==> src/rtl/stream_demux_4_pkg.sv <==
// Shared channel count and index type for the 1:4 stream demux.
package demux_pkg;
    localparam int unsigned N_CH = 4;

    typedef logic [1:0] ch_idx_t;
endpackage

==> src/rtl/stream_demux_4_if.sv <==
// Producer-side and consumer-side handshake bundle for stream_demux_4.
interface stream_demux_4_if
    import demux_pkg::*;
#(
    parameter int unsigned W = 4
);
    logic                in_valid;
    logic                in_ready;
    logic [W-1:0]        in_data;
    ch_idx_t             sel;
    logic                rr_en;
    logic [N_CH-1:0]     out_valid;
    logic [N_CH-1:0]     out_ready;
    logic [N_CH*W-1:0]   out_data;
    ch_idx_t             rr_ptr;

    modport slave (
        input  in_valid, in_data, sel, rr_en, out_ready,
        output in_ready, out_valid, out_data, rr_ptr
    );

    modport master (
        output in_valid, in_data, sel, rr_en, out_ready,
        input  in_ready, out_valid, out_data, rr_ptr
    );
endinterface

==> src/rtl/stream_demux_4_fifo.sv <==
// Two-entry FIFO with registered head; full blocks push even when popping.
module stream_fifo_2 #(
    parameter int unsigned W = 4
) (
    input  logic         clk,
    input  logic         rst,
    input  logic         push,
    input  logic [W-1:0] push_data,
    input  logic         pop,
    output logic [W-1:0] head_data,
    output logic         full,
    output logic         empty
);
    logic [W-1:0] r_mem [2];
    logic         r_wptr;
    logic         r_rptr;
    logic [1:0]   r_occ;
    logic         w_push_ok;
    logic         w_pop_ok;

    assign full      = (r_occ == 2'd2);
    assign empty     = (r_occ == 2'd0);
    assign w_push_ok = push & ~full;
    assign w_pop_ok  = pop & ~empty;
    assign head_data = r_mem[r_rptr];

    always_ff @(posedge clk) begin
        if (w_push_ok) begin
            r_mem[r_wptr] <= push_data;
        end
    end

    always_ff @(posedge clk) begin
        if (rst) begin
            r_wptr <= 1'b0;
            r_rptr <= 1'b0;
            r_occ  <= 2'd0;
        end else begin
            if (w_push_ok) r_wptr <= ~r_wptr;
            if (w_pop_ok)  r_rptr <= ~r_rptr;
            case ({w_push_ok, w_pop_ok})
                2'b10:   r_occ <= r_occ + 2'd1;
                2'b01:   r_occ <= r_occ - 2'd1;
                default: r_occ <= r_occ;
            endcase
        end
    end
endmodule

==> src/rtl/stream_demux_4.sv <==
// Routes one valid/ready stream to one of four buffered channels, by index or round robin.
module stream_demux_4
    import demux_pkg::*;
#(
    parameter int unsigned W     = 4,
    parameter int unsigned DEPTH = 2
) (
    input  logic              clk,
    input  logic              rst,
    stream_demux_4_if.slave   bus
);
    ch_idx_t         w_dst;
    ch_idx_t         r_rr_ptr;
    logic [N_CH-1:0] w_full;
    logic [N_CH-1:0] w_empty;
    logic [N_CH-1:0] w_push;
    logic [N_CH-1:0] w_pop;
    logic            w_accept;

    if (DEPTH != 2) begin : g_depth_chk
        $fatal(1, "stream_demux_4 supports DEPTH = 2 only");
    end

    // in_ready looks only at occupancy, so it never waits on out_ready
    assign w_dst        = bus.rr_en ? r_rr_ptr : bus.sel;
    assign bus.in_ready = ~w_full[w_dst];
    assign w_accept     = bus.in_valid & ~w_full[w_dst];

    for (genvar i = 0; i < N_CH; i++) begin : g_ch
        assign w_push[i] = w_accept && (w_dst == ch_idx_t'(i));
        assign w_pop[i]  = bus.out_ready[i] & ~w_empty[i];

        stream_fifo_2 #(
            .W (W)
        ) u_fifo (
            .clk       (clk),
            .rst       (rst),
            .push      (w_push[i]),
            .push_data (bus.in_data),
            .pop       (w_pop[i]),
            .head_data (bus.out_data[i*W +: W]),
            .full      (w_full[i]),
            .empty     (w_empty[i])
        );
    end

    assign bus.out_valid = ~w_empty;
    assign bus.rr_ptr    = r_rr_ptr;

    always_ff @(posedge clk) begin
        if (rst) begin
            r_rr_ptr <= '0;
        end else if (w_accept && bus.rr_en) begin
            r_rr_ptr <= r_rr_ptr + 2'd1;
        end
    end
endmodule

==> src/flat_wrapper.sv <==
// flat-port wrapper written by rule: the top's interface ports become plain ports
module stream_demux_4_flat import demux_pkg::*;
#(
    parameter int unsigned W     = 4,
    parameter int unsigned DEPTH = 2
)
  (clk, rst, bus_in_valid, bus_in_data, bus_sel, bus_rr_en, bus_out_ready, bus_in_ready, bus_out_valid, bus_out_data, bus_rr_ptr);
  stream_demux_4_if #(.W(W)) bus_i ();
  input  logic clk;
  input  logic rst;
  input wire logic [$bits(bus_i.in_valid)-1:0] bus_in_valid;
  input wire logic [$bits(bus_i.in_data)-1:0] bus_in_data;
  input wire logic [$bits(bus_i.sel)-1:0] bus_sel;
  input wire logic [$bits(bus_i.rr_en)-1:0] bus_rr_en;
  input wire logic [$bits(bus_i.out_ready)-1:0] bus_out_ready;
  output wire logic [$bits(bus_i.in_ready)-1:0] bus_in_ready;
  output wire logic [$bits(bus_i.out_valid)-1:0] bus_out_valid;
  output wire logic [$bits(bus_i.out_data)-1:0] bus_out_data;
  output wire logic [$bits(bus_i.rr_ptr)-1:0] bus_rr_ptr;
  assign bus_i.in_valid = bus_in_valid;
  assign bus_i.in_data = bus_in_data;
  assign bus_i.sel = bus_sel;
  assign bus_i.rr_en = bus_rr_en;
  assign bus_i.out_ready = bus_out_ready;
  assign bus_in_ready = bus_i.in_ready;
  assign bus_out_valid = bus_i.out_valid;
  assign bus_out_data = bus_i.out_data;
  assign bus_rr_ptr = bus_i.rr_ptr;
  stream_demux_4 #(.W(W), .DEPTH(DEPTH)) u_core (.clk(clk), .rst(rst), .bus(bus_i));
endmodule
==> config.mk <==
export PLATFORM = sky130hd
export DESIGN_NAME = stream_demux_4_flat
export DESIGN_NICKNAME = d
export VERILOG_FILES = /design/src/rtl/stream_demux_4_pkg.sv /design/src/rtl/stream_demux_4_if.sv /design/src/rtl/stream_demux_4_fifo.sv /design/src/rtl/stream_demux_4.sv /design/src/flat_wrapper.sv
export SDC_FILE = /design/constraint.sdc
export NUM_CORES = 1
export LEC_CHECK = 0
export BUFFER_PORTS_ARGS = -buffer_cell sky130_fd_sc_hd__buf_2
export CORE_MARGIN = 5
export CORE_UTILIZATION = 25
export DETAILED_ROUTE_END_ITERATION = 8
export PLACE_DENSITY = 0.42
export SETUP_SLACK_MARGIN = 0.15
export SYNTH_ARGS = -nofsm -noshare
export SYNTH_HDL_FRONTEND = slang
export SYNTH_SLANG_ARGS = --single-unit
==> constraint.sdc <==
create_clock -name clk -period 2.3 [get_ports clk]
set_clock_uncertainty 0.15 [all_clocks]
set_input_delay 0.345 -clock clk [delete_from_list [all_inputs] [get_ports clk]]
set_output_delay 0.345 -clock clk [all_outputs]
set_load 0.02 [all_outputs]
==> results of run 1 <==
-- worst reg2reg max path, stage by stage, from the launching register on --
cell,delay (ns)
dfxtp_1,0.36
or2_2,0.31
and2_1,0.20
ha_1,0.33
or3_1,0.37
a21oi_1,0.15
-- how the worst max path moves through the flow --
stage,start,to,slack (ns),cells after the start
finish,u_core.bus.rr_ptr[1],bus_in_ready,0.33,4
global route,u_core.bus.rr_ptr[1],bus_in_ready,0.15,4
CTS,u_core.bus.rr_ptr[1],bus_in_ready,0.28,4
detailed placement,bus_rr_en,u_core.g_ch[2].u_fifo.r_occ[1],0.22,6
global placement,bus_rr_en,u_core.g_ch[2].u_fifo.r_occ[1],0.23,6
floorplan,u_core.bus.rr_ptr[1],u_core.g_ch[3].u_fifo.r_occ[1],0.31,5
-- cells by family after synthesis --
logic type	Yosys count	share of synthesized area (%)
xor+xnor	16	6.40
fa+ha+maj	4	2.29
simple gates	47	10.6
compound gates	12	2.86
mux	23	12.1
flops	54	64.0
buf+inv	8	1.71
-- routing by layer --
layer	track usage (%)	routed length (um)	part of all wire, %
met3	2.74	227	5.5
met2	11.1	1730	42
met4	3.09	54	1.3
met1	11.2	2110	51
met5	0	0	0
-- what timing repair did --
| item | 4_1_cts | 5_1_grt |
|---|---|---|
| setup buffers | 0 | 0 |
| endpoints found under the setup margin | 0 | 1 |
| gates resized for setup | 0 | 1 |
-- cell usage after synthesis --
master    number  area share (%)
a21oi_1        6             1.4
and2_1         4             1.1
buf_6          1            0.51
clkbuf_1       2            0.34
dfxtp_1       22              20
edfxtp_1      32              44
ha_1           4             2.3
inv_1          5            0.86
mux2_2        18             9.3
mux2i_1        4             1.8
mux2i_4        1             1.0
nand2_1        1            0.17
nand2b_1       4             1.1
nand4_1        4             1.1
nor2_1        24             4.1
o21ai_0        5             1.1
o31ai_1        1            0.34
or2_2          4             1.1
or3_1          5             1.4
or4_1          1            0.34
xnor2_1       12             4.8
xor2_1         4             1.6
-- state kept, by name (all words and copies together), names as in the netlist, named ones only --
| signal | cells |
|---|---|
| u_core.g_ch.u_fifo.r_mem | 32 |
| u_core.g_ch.u_fifo.r_rptr | 4 |
| u_core.g_ch.u_fifo.r_occ | 8 |
| u_core.g_ch.u_fifo.r_wptr | 4 |
| u_core.bus.rr_ptr | 2 |
-- cell type report --
| class | count | area [um^2] | share of cell area [%] |
|---|---|---|---|
| Clock buffer | 5 | 68.8 | 2.64 |
| Sequential cell | 54 | 1400 | 53.7 |
| Multi-Input combinational cell | 102 | 754 | 28.9 |
| Tap cell | 108 | 135 | 5.18 |
| Inverter | 5 | 18.8 | 0.719 |
| Clock inverter | 3 | 20.0 | 0.767 |
| Timing Repair Buffer | 40 | 210 | 8.06 |
-- power groups by stage --
stage	Combinational [W]	Clock [W]	Sequential, W
after floorplan	0.000404	0	0.00119
after global routing	0.000614	0.000596	0.00120
after detailed placement	0.000557	0	0.00121
final	0.000551	0.000524	0.00118
after global placement	0.000551	0	0.00121
after CTS	0.000562	0.000554	0.00119
-- stage by stage --
step           cells  hold WS [ns]  worst slack [ns]
2_1_floorplan    164         0.264             0.313
3_3_place_gp     309         0.345             0.231
3_5_place_dp     309         0.353             0.223
4_1_cts          317         0.193             0.282
5_1_grt          317         0.198             0.151
6_report         317         0.198             0.334
==> summary.txt, run 1 <==
Pwr
  • Combinational power share: 24.4%
  • Clock Power Share: 23.2%
  • Lkg Pwr: 0.948 nW
  • Part of the power in registers: 52.4%
  • Max rail drop VDD: 0.000272 V
  • Pwr Density: 866 nW/um^2
  • Sw Share: 30.0%
  • Net switching power figure: 0.000678 W
  • Cell-internal power: 0.00158 W
  • Pwr Total: 0.00226 W

STA
  • Setup TNS: 0 ns
  • Slew HR: 71.1%
  • Final setup vio count: 0
  • Fin crit share: 85.5%
  • Post-route minimum period: 1.97 ns
  • Max Fclk: 509 MHz
  • RSZ-0062 raised after global routing: false
  • Fin. max-slew vios: 0
  • Hold violation total from the final report: 0
  • Worst Tran Pin Value: 0.433 ns

Clock network
  • Clk sinks: 54
  • CTS tree: done
  • Num CTS Buffers: 5
  • CTS H-Tree Depth: 2
  • Clk slew on worst S/H paths: 0.10 ns
  • Clk Latency, worst-skew pair: 0.30 ns
  • Hold-fix buffers, CTS: 0
  • Clock buffer depth: 2
  • CTS root buf: clkbuf_8

Cells and area
  • Diode count: 0
  • Nets@finish: 226
  • Most frequent cells in the layout: buf_2 (36), edfxtp_1 (32), nor2_1 (24)
  • Layout cells sized above 1: 34.0%
  • Commonest non-fill, non-tap cell in the layout: buf_2
  • Fillers: 919
  • Final instance area: 2610 um^2
  • Area delta synth->final: 19.1%
  • Layout Utilization: 30.2%

Global route
  • GRT Overall Usage: 7.94%
  • Antenna violations before repair: 0
  • Final global-route overflow total: 0
  • First-pass GRT wire length: 6840 um
  • Number of global-route vias before repair: 1354
  • Largest net degree at the start of global routing: 23

Min path
  • Worst hold path depth: 1
  • Hold path start: bus_in_data[3]
  • Worst Hold Class: input pin to flip-flop
  • Hold EP: u_core.g_ch[2].u_fifo.r_mem[0][3]

Route
  • 1st-iter DRT viols: 27
  • ANT nets after route: 0
  • Vias per cell: 4.14
  • Residual DRC count: 0
  • Post-Route WL: 4130 um
  • Total iterations of the first detailed-routing run: 4
  • Vias: 1311
  • DR WL/cell: 13.0 um

Placement
  • Dpl hpwl: 2970 um
  • Placer Congestion: 0.690
  • Buffers on Ports: 36
  • Cell Area, Placed: 2520 um^2

Worst setup path
  • RR Endpoint: u_core.g_ch[0].u_fifo.r_occ[1]
  • Worst setup SP type: flip-flop
  • Worst path max stage delay: 0.37 ns
  • CP required: 1.80 ns
  • CP bufs+invs: 1
  • CP max-delay cell: dfxtp_1
  • R2R Setup Slk: 0.36 ns
  • Worst setup EP type: output port
  • CP arrival: 1.47 ns
  • Cells along the critical path: mux2i_4 > mux2i_2 > mux2i_1 > buf_2
  • FF-to-FF path depth: 5
  • Largest delay share family, worst path: multiplexers
  • Crit-path max FO: 5
  • Worst R2R Start: u_core.g_ch[0].u_fifo.r_occ[0]
  • Setup CP Type: flip-flop to output port

Flow run
  • Max_cap viols: 0

Run status
  • Status: finished, final reports clean

Synthesis
  • Warning count from the yosys run: 0
  • Avg Cell Area, Syn: 13.4 um^2
  • Seq/Total Area, Yosys: 64.0%
  • Post-Synthesis Cells: 164
  • Post-Syn Nets: 182
  • Syn Std Cell Area: 2190 um^2
  • Yosys reg bits: 54
  • Distinct cells, synth: 22

Floorplan
  • Starting Density: 25.4%
  • Die area: 10700 um^2
  • Num rows: 34
  • Core box area: 8640 um^2
  • Die height: 104 um
  • Die X-Extent: 104 um
  • IO Pins: 37
(Power assumes the default switching activity.)
==> inputs of run 2 (changes only) <==
--- a/config.mk
+++ b/config.mk
@@ -6,6 +6,7 @@
 export NUM_CORES = 1
 export LEC_CHECK = 0
 export BUFFER_PORTS_ARGS = -buffer_cell sky130_fd_sc_hd__buf_2
+export CORE_ASPECT_RATIO = 1.1
 export CORE_MARGIN = 5
 export CORE_UTILIZATION = 25
 export DETAILED_ROUTE_END_ITERATION = 8
==> summary.txt, run 2 (synthesis results as in run 1) <==
Global route
  • Number of global-route vias before repair: 1352
  • GRT Overall Usage: 7.98%
  • Antenna violations before repair: 0
  • Largest net degree at the start of global routing: 23
  • Final global-route overflow total: 0
  • First-pass GRT wire length: 6690 um

Clock network
  • Clk slew on worst S/H paths: 0.10 ns
  • Post-CTS setup buffers: 0
  • Clock buffer depth: 2
  • Clk Latency, worst-skew pair: 0.31 ns
  • CTS root buf: clkbuf_8
  • CTS tree: done
  • CTS H-Tree Depth: 2
  • Num CTS Buffers: 5
  • Clk sinks: 54
  • CTS resizes: 0
  • Hold-fix buffers, CTS: 0

Route
  • Vias per cell: 4.04
  • Total iterations of the first detailed-routing run: 4
  • Residual DRC count: 0
  • Post-Route WL: 3980 um
  • ANT nets after route: 0
  • Vias: 1293
  • 1st-iter DRT viols: 37
  • DR WL/cell: 12.4 um

Pwr
  • Part of the power in registers: 49.9%
  • Clock Power Share: 27.2%
  • Cell-internal power: 0.00169 W
  • Combinational power share: 23.0%
  • Pwr Density: 902 nW/um^2
  • Net switching power figure: 0.000683 W
  • Max rail drop VDD: 0.000345 V
  • Sw Share: 28.7%
  • Lkg Pwr: 0.968 nW

Run status
  • Status: finished, final reports clean

Worst setup path
  • CP required: 1.80 ns
  • Largest delay share family, worst path: multiplexers
  • CP most frequent cell: mux2i_1
  • CP bufs+invs: 1
  • Worst setup SP type: flip-flop
  • CP max-delay cell: dfxtp_1
  • Crit-path max FO: 5
  • CP arrival: 1.52 ns
  • R2R Setup Slk: 0.38 ns
  • Cells along the critical path: mux2i_4 > mux2i_1 > mux2i_1 > buf_2
  • Setup CP Type: flip-flop to output port
  • Worst setup EP type: output port
  • Worst path max stage delay: 0.38 ns

Cells and area
  • Register with the most flip-flops: u_core.g_ch.u_fifo.r_mem
  • Fillers: 864
  • Commonest non-fill, non-tap cell in the layout: buf_2
  • Largest registers: u_core.g_ch.u_fifo.r_mem: 32 flops, u_core.g_ch.u_fifo.r_occ: 8 flops
  • Layout cells sized above 1: 34.0%
  • Diode count: 0
  • Area delta synth->final: 20.4%
  • Most frequent cells in the layout: buf_2 (36), edfxtp_1 (32), nor2_1 (24)
  • Nets@finish: 226
  • Max FFs per register: 32

STA
  • Hold WS: 0.181 ns
  • Fin. max-slew vios: 0
  • Final setup vio count: 0
  • Fin worst setup slack: 0.281 ns
  • RSZ-0062 raised after global routing: false
  • Post-route minimum period: 2.02 ns
  • Hold violation total from the final report: 0
  • Slew HR: 72.5%
  • Fin crit share: 87.8%
  • Worst Tran Pin Value: 0.413 ns
  • Max Fclk: 495 MHz
  • Setup TNS: 0 ns

Floorplan
  • Die height: 108 um
  • Die area: 10700 um^2
  • Num rows: 35
  • Die X-Extent: 99.2 um
  • Starting Density: 25.9%
  • IO Pins: 37
  • Core box area: 8450 um^2

Min path
  • Worst Hold Class: input pin to flip-flop

Placement
  • Dpl hpwl: 2980 um
  • Setup WS pre-CTS: 0.206 ns
  • Placer Congestion: 0.711
  • Buffers on Ports: 36

Flow run
  • Max_cap viols: 0
## run 2: power by group through the flow
stage / clock network (W) / logic [W] / registers, W
after global placement: 0 / 0.000555 / 0.00121
after global routing: 0.000718 / 0.000602 / 0.00120
final: 0.000646 / 0.000547 / 0.00119
after CTS: 0.000670 / 0.000557 / 0.00119
after detailed placement: 0 / 0.000552 / 0.00121
after floorplan: 0 / 0.000404 / 0.00119
## run 2: cell type report
class | instances | area, um^2 | area share [%]
clock buffer | 5 | 68.8 | 2.61
clock inverter | 3 | 47.5 | 1.80
inverter | 5 | 18.8 | 0.712
multi-input combinational | 102 | 751 | 28.5
sequential | 54 | 1400 | 53.2
tap | 111 | 139 | 5.27
timing repair buffer | 40 | 210 | 7.97
## run 2: final timing paths
| path | depth (start not counted) | end | from |
|---|---|---|---|
| worst max-delay path | 4 | bus_in_ready | u_core.bus.rr_ptr[1] |
| worst min-delay path | 1 | u_core.g_ch[1].u_fifo.r_mem[1][1] | bus_in_data[1] |
| worst max register to register | 5 | u_core.g_ch[0].u_fifo.r_occ[1] | u_core.g_ch[0].u_fifo.r_occ[0] |
| worst min register to register | 2 | u_core.g_ch[0].u_fifo.r_occ[1] | u_core.g_ch[0].u_fifo.r_occ[1] |
## run 2: stage by stage
stage | utilization [%] | cell area, um^2 | std cells | power [W]
6_report | 31.2 | 2640 | 320 | 0.00238
3_3_place_gp | 29.8 | 2520 | 312 | 0.00176
3_5_place_dp | 29.8 | 2520 | 312 | 0.00176
4_1_cts | 31.2 | 2640 | 320 | 0.00242
2_1_floorplan | - | 2190 | 164 | 0.00160
5_1_grt | 31.2 | 2640 | 320 | 0.00252
## run 2: routing by layer
layer | GRT usage, % | part of all wire (%)
met1 | 11.3 | 52
met2 | 11.7 | 41
met3 | 2.45 | 6.0
met4 | 2.34 | 1.1
met5 | 0 | 0
==> inputs of run 3 (changes only) <==
--- a/config.mk
+++ b/config.mk
@@ -5,10 +5,12 @@
 export SDC_FILE = /design/constraint.sdc
 export NUM_CORES = 1
 export LEC_CHECK = 0
+export ABC_AREA = 0
 export BUFFER_PORTS_ARGS = -buffer_cell sky130_fd_sc_hd__buf_2
 export CORE_ASPECT_RATIO = 1.1
 export CORE_MARGIN = 5
 export CORE_UTILIZATION = 25
+export CTS_BUF_LIST = sky130_fd_sc_hd__clkbuf_2
 export DETAILED_ROUTE_END_ITERATION = 8
 export PLACE_DENSITY = 0.42
 export SETUP_SLACK_MARGIN = 0.15
==> summary.txt, run 3 (synthesis results as in run 1) <==
Clock network
  • CTS root buf: clkbuf_2
  • CTS tree: done
  • Clk slew on worst S/H paths: 0.29 ns
  • Clock buffer depth: 2
  • Clk sinks: 54
  • Clk Latency, worst-skew pair: 0.44 ns
  • CTS H-Tree Depth: 2
  • Num CTS Buffers: 5

Placement
  • Placed Cells: 312
  • Dpl hpwl: 2980 um
  • Buffers on Ports: 36
  • Placer Congestion: 0.711

Cells and area
  • Nets@finish: 233
  • Most frequent cells in the layout: buf_2 (35), edfxtp_1 (32), nor2_1 (24)
  • Fillers: 877
  • Diode count: 0
  • Commonest non-fill, non-tap cell in the layout: buf_2
  • Area delta synth->final: 22.1%
  • Area of the multi-input gates: 762 um^2
  • Non-filler cells, final: 327
  • Max FFs per register: 32
  • Register area: 1410 um^2
  • Largest registers: u_core.g_ch.u_fifo.r_mem: 32 flops, u_core.g_ch.u_fifo.r_occ: 8 flops
  • Layout Utilization: 31.6%
  • Layout cells sized above 1: 35.6%
  • Register with the most flip-flops: u_core.g_ch.u_fifo.r_mem

Global route
  • Largest net degree at the start of global routing: 23
  • Final global-route overflow total: 0
  • Antenna violations before repair: 0
  • GRT Overall Usage: 8.20%
  • First-pass GRT wire length: 6860 um
  • Number of global-route vias before repair: 1386

Pwr
  • Sw Share: 30.4%
  • Part of the power in registers: 52.6%
  • Combinational power share: 25.1%
  • Lkg Pwr: 0.988 nW
  • Max rail drop VDD: 0.000263 V
  • Cell-internal power: 0.00157 W
  • Net switching power figure: 0.000685 W
  • Pwr Density: 844 nW/um^2
  • Clock Power Share: 22.2%

Floorplan
  • Core box area: 8450 um^2
  • Num rows: 35
  • Die area: 10700 um^2
  • IO Pins: 37
  • Die height: 108 um
  • Starting Density: 25.9%
  • Die X-Extent: 99.2 um

STA
  • Post-route minimum period: 2.13 ns
  • Fin crit share: 92.5%
  • Max Fclk: 470 MHz
  • Setup TNS: 0 ns
  • RSZ-0062 raised after global routing: true
  • Fin. max-slew vios: 0
  • Slew HR: 71.7%
  • Hold violation total from the final report: 0
  • Worst Tran Pin Value: 0.424 ns
  • Final setup vio count: 0

Worst setup path
  • Setup CP Type: flip-flop to output port
  • CP required: 1.80 ns
  • Worst setup EP type: output port
  • Crit-path max FO: 3
  • Worst path max stage delay: 0.43 ns
  • Worst setup SP type: flip-flop
  • CP arrival: 1.63 ns
  • CP bufs+invs: 1
  • Cells along the critical path: mux2_4 > mux2i_2 > mux2i_1 > buf_4
  • Largest delay share family, worst path: multiplexers
  • CP max-delay cell: dfxtp_4

Min path
  • Worst Hold Class: input pin to flip-flop

Route
  • DR WL/cell: 12.6 um
  • Total iterations of the first detailed-routing run: 4
  • Vias: 1329
  • Post-Route WL: 4110 um
  • Residual DRC count: 0
  • 1st-iter DRT viols: 53
  • ANT nets after route: 0
  • Vias per cell: 4.06

Flow run
  • Max_cap viols: 0

Run status
  • Status: finished, final reports clean
## run 3: final cells by class
class	instances	share of cell area, %
multi-input cells	102	28.5
flip-flops and latches	54	52.6
clock inverters	3	1.78
inverters	5	0.702
well taps	111	5.20
clock buffers	5	0.936
repair buffers	47	10.3
## run 3: stage by stage
step / setup WS [ns] / total power, W / hold slack, ns / area [um^2]
floorplan: 0.313 / 0.00160 / 0.264 / 2190
global placement: 0.229 / 0.00176 / 0.347 / 2520
detailed placement: 0.206 / 0.00176 / 0.349 / 2520
CTS: 0.144 / 0.00228 / 0.00211 / 2640
global route: 0.0725 / 0.00239 / 0.0961 / 2670
finish: 0.172 / 0.00225 / 0.132 / 2670
## run 3: timing repair
item / in CTS / in global routing
buffers inserted: 3 / 0
resized for setup: 6 / 0
endpoints found under the hold margin: 4 / 12
setup endpoints to repair: 1 / 1
hold buffers: 1 / 3
## run 3: final timing paths
path	startpoint	to	slack (ns)	depth (start not counted)
hold reg to reg	u_core.g_ch[3].u_fifo.r_occ[1]	u_core.g_ch[3].u_fifo.r_occ[1]	0.37	2
setup / recovery	u_core.bus.rr_ptr[1]	bus_in_ready	0.17	4
hold / removal	rst	u_core.g_ch[3].u_fifo.r_wptr	0.13	2
setup reg to reg	u_core.bus.rr_ptr[1]	u_core.g_ch[2].u_fifo.r_occ[1]	0.33	6
## run 3: routing by layer
layer / global-route usage (%) / up-vias / share of wire, %
li1: - / 676 / -
met1: 11.6 / 613 / 52
met2: 12.1 / 36 / 42
met3: 2.26 / 4 / 5.2
met4: 2.63 / 0 / 1.0
met5: 0 / - / 0
## run 3: power groups by stage
stage	Combinational, W	Clock (W)	Sequential [W]
2_1_floorplan	0.000404	0	0.00119
3_3_place_gp	0.000555	0	0.00121
3_5_place_dp	0.000552	0	0.00121
4_1_cts	0.000571	0.000524	0.00119
5_1_grt	0.000622	0.000570	0.00120
6_report	0.000567	0.000501	0.00119
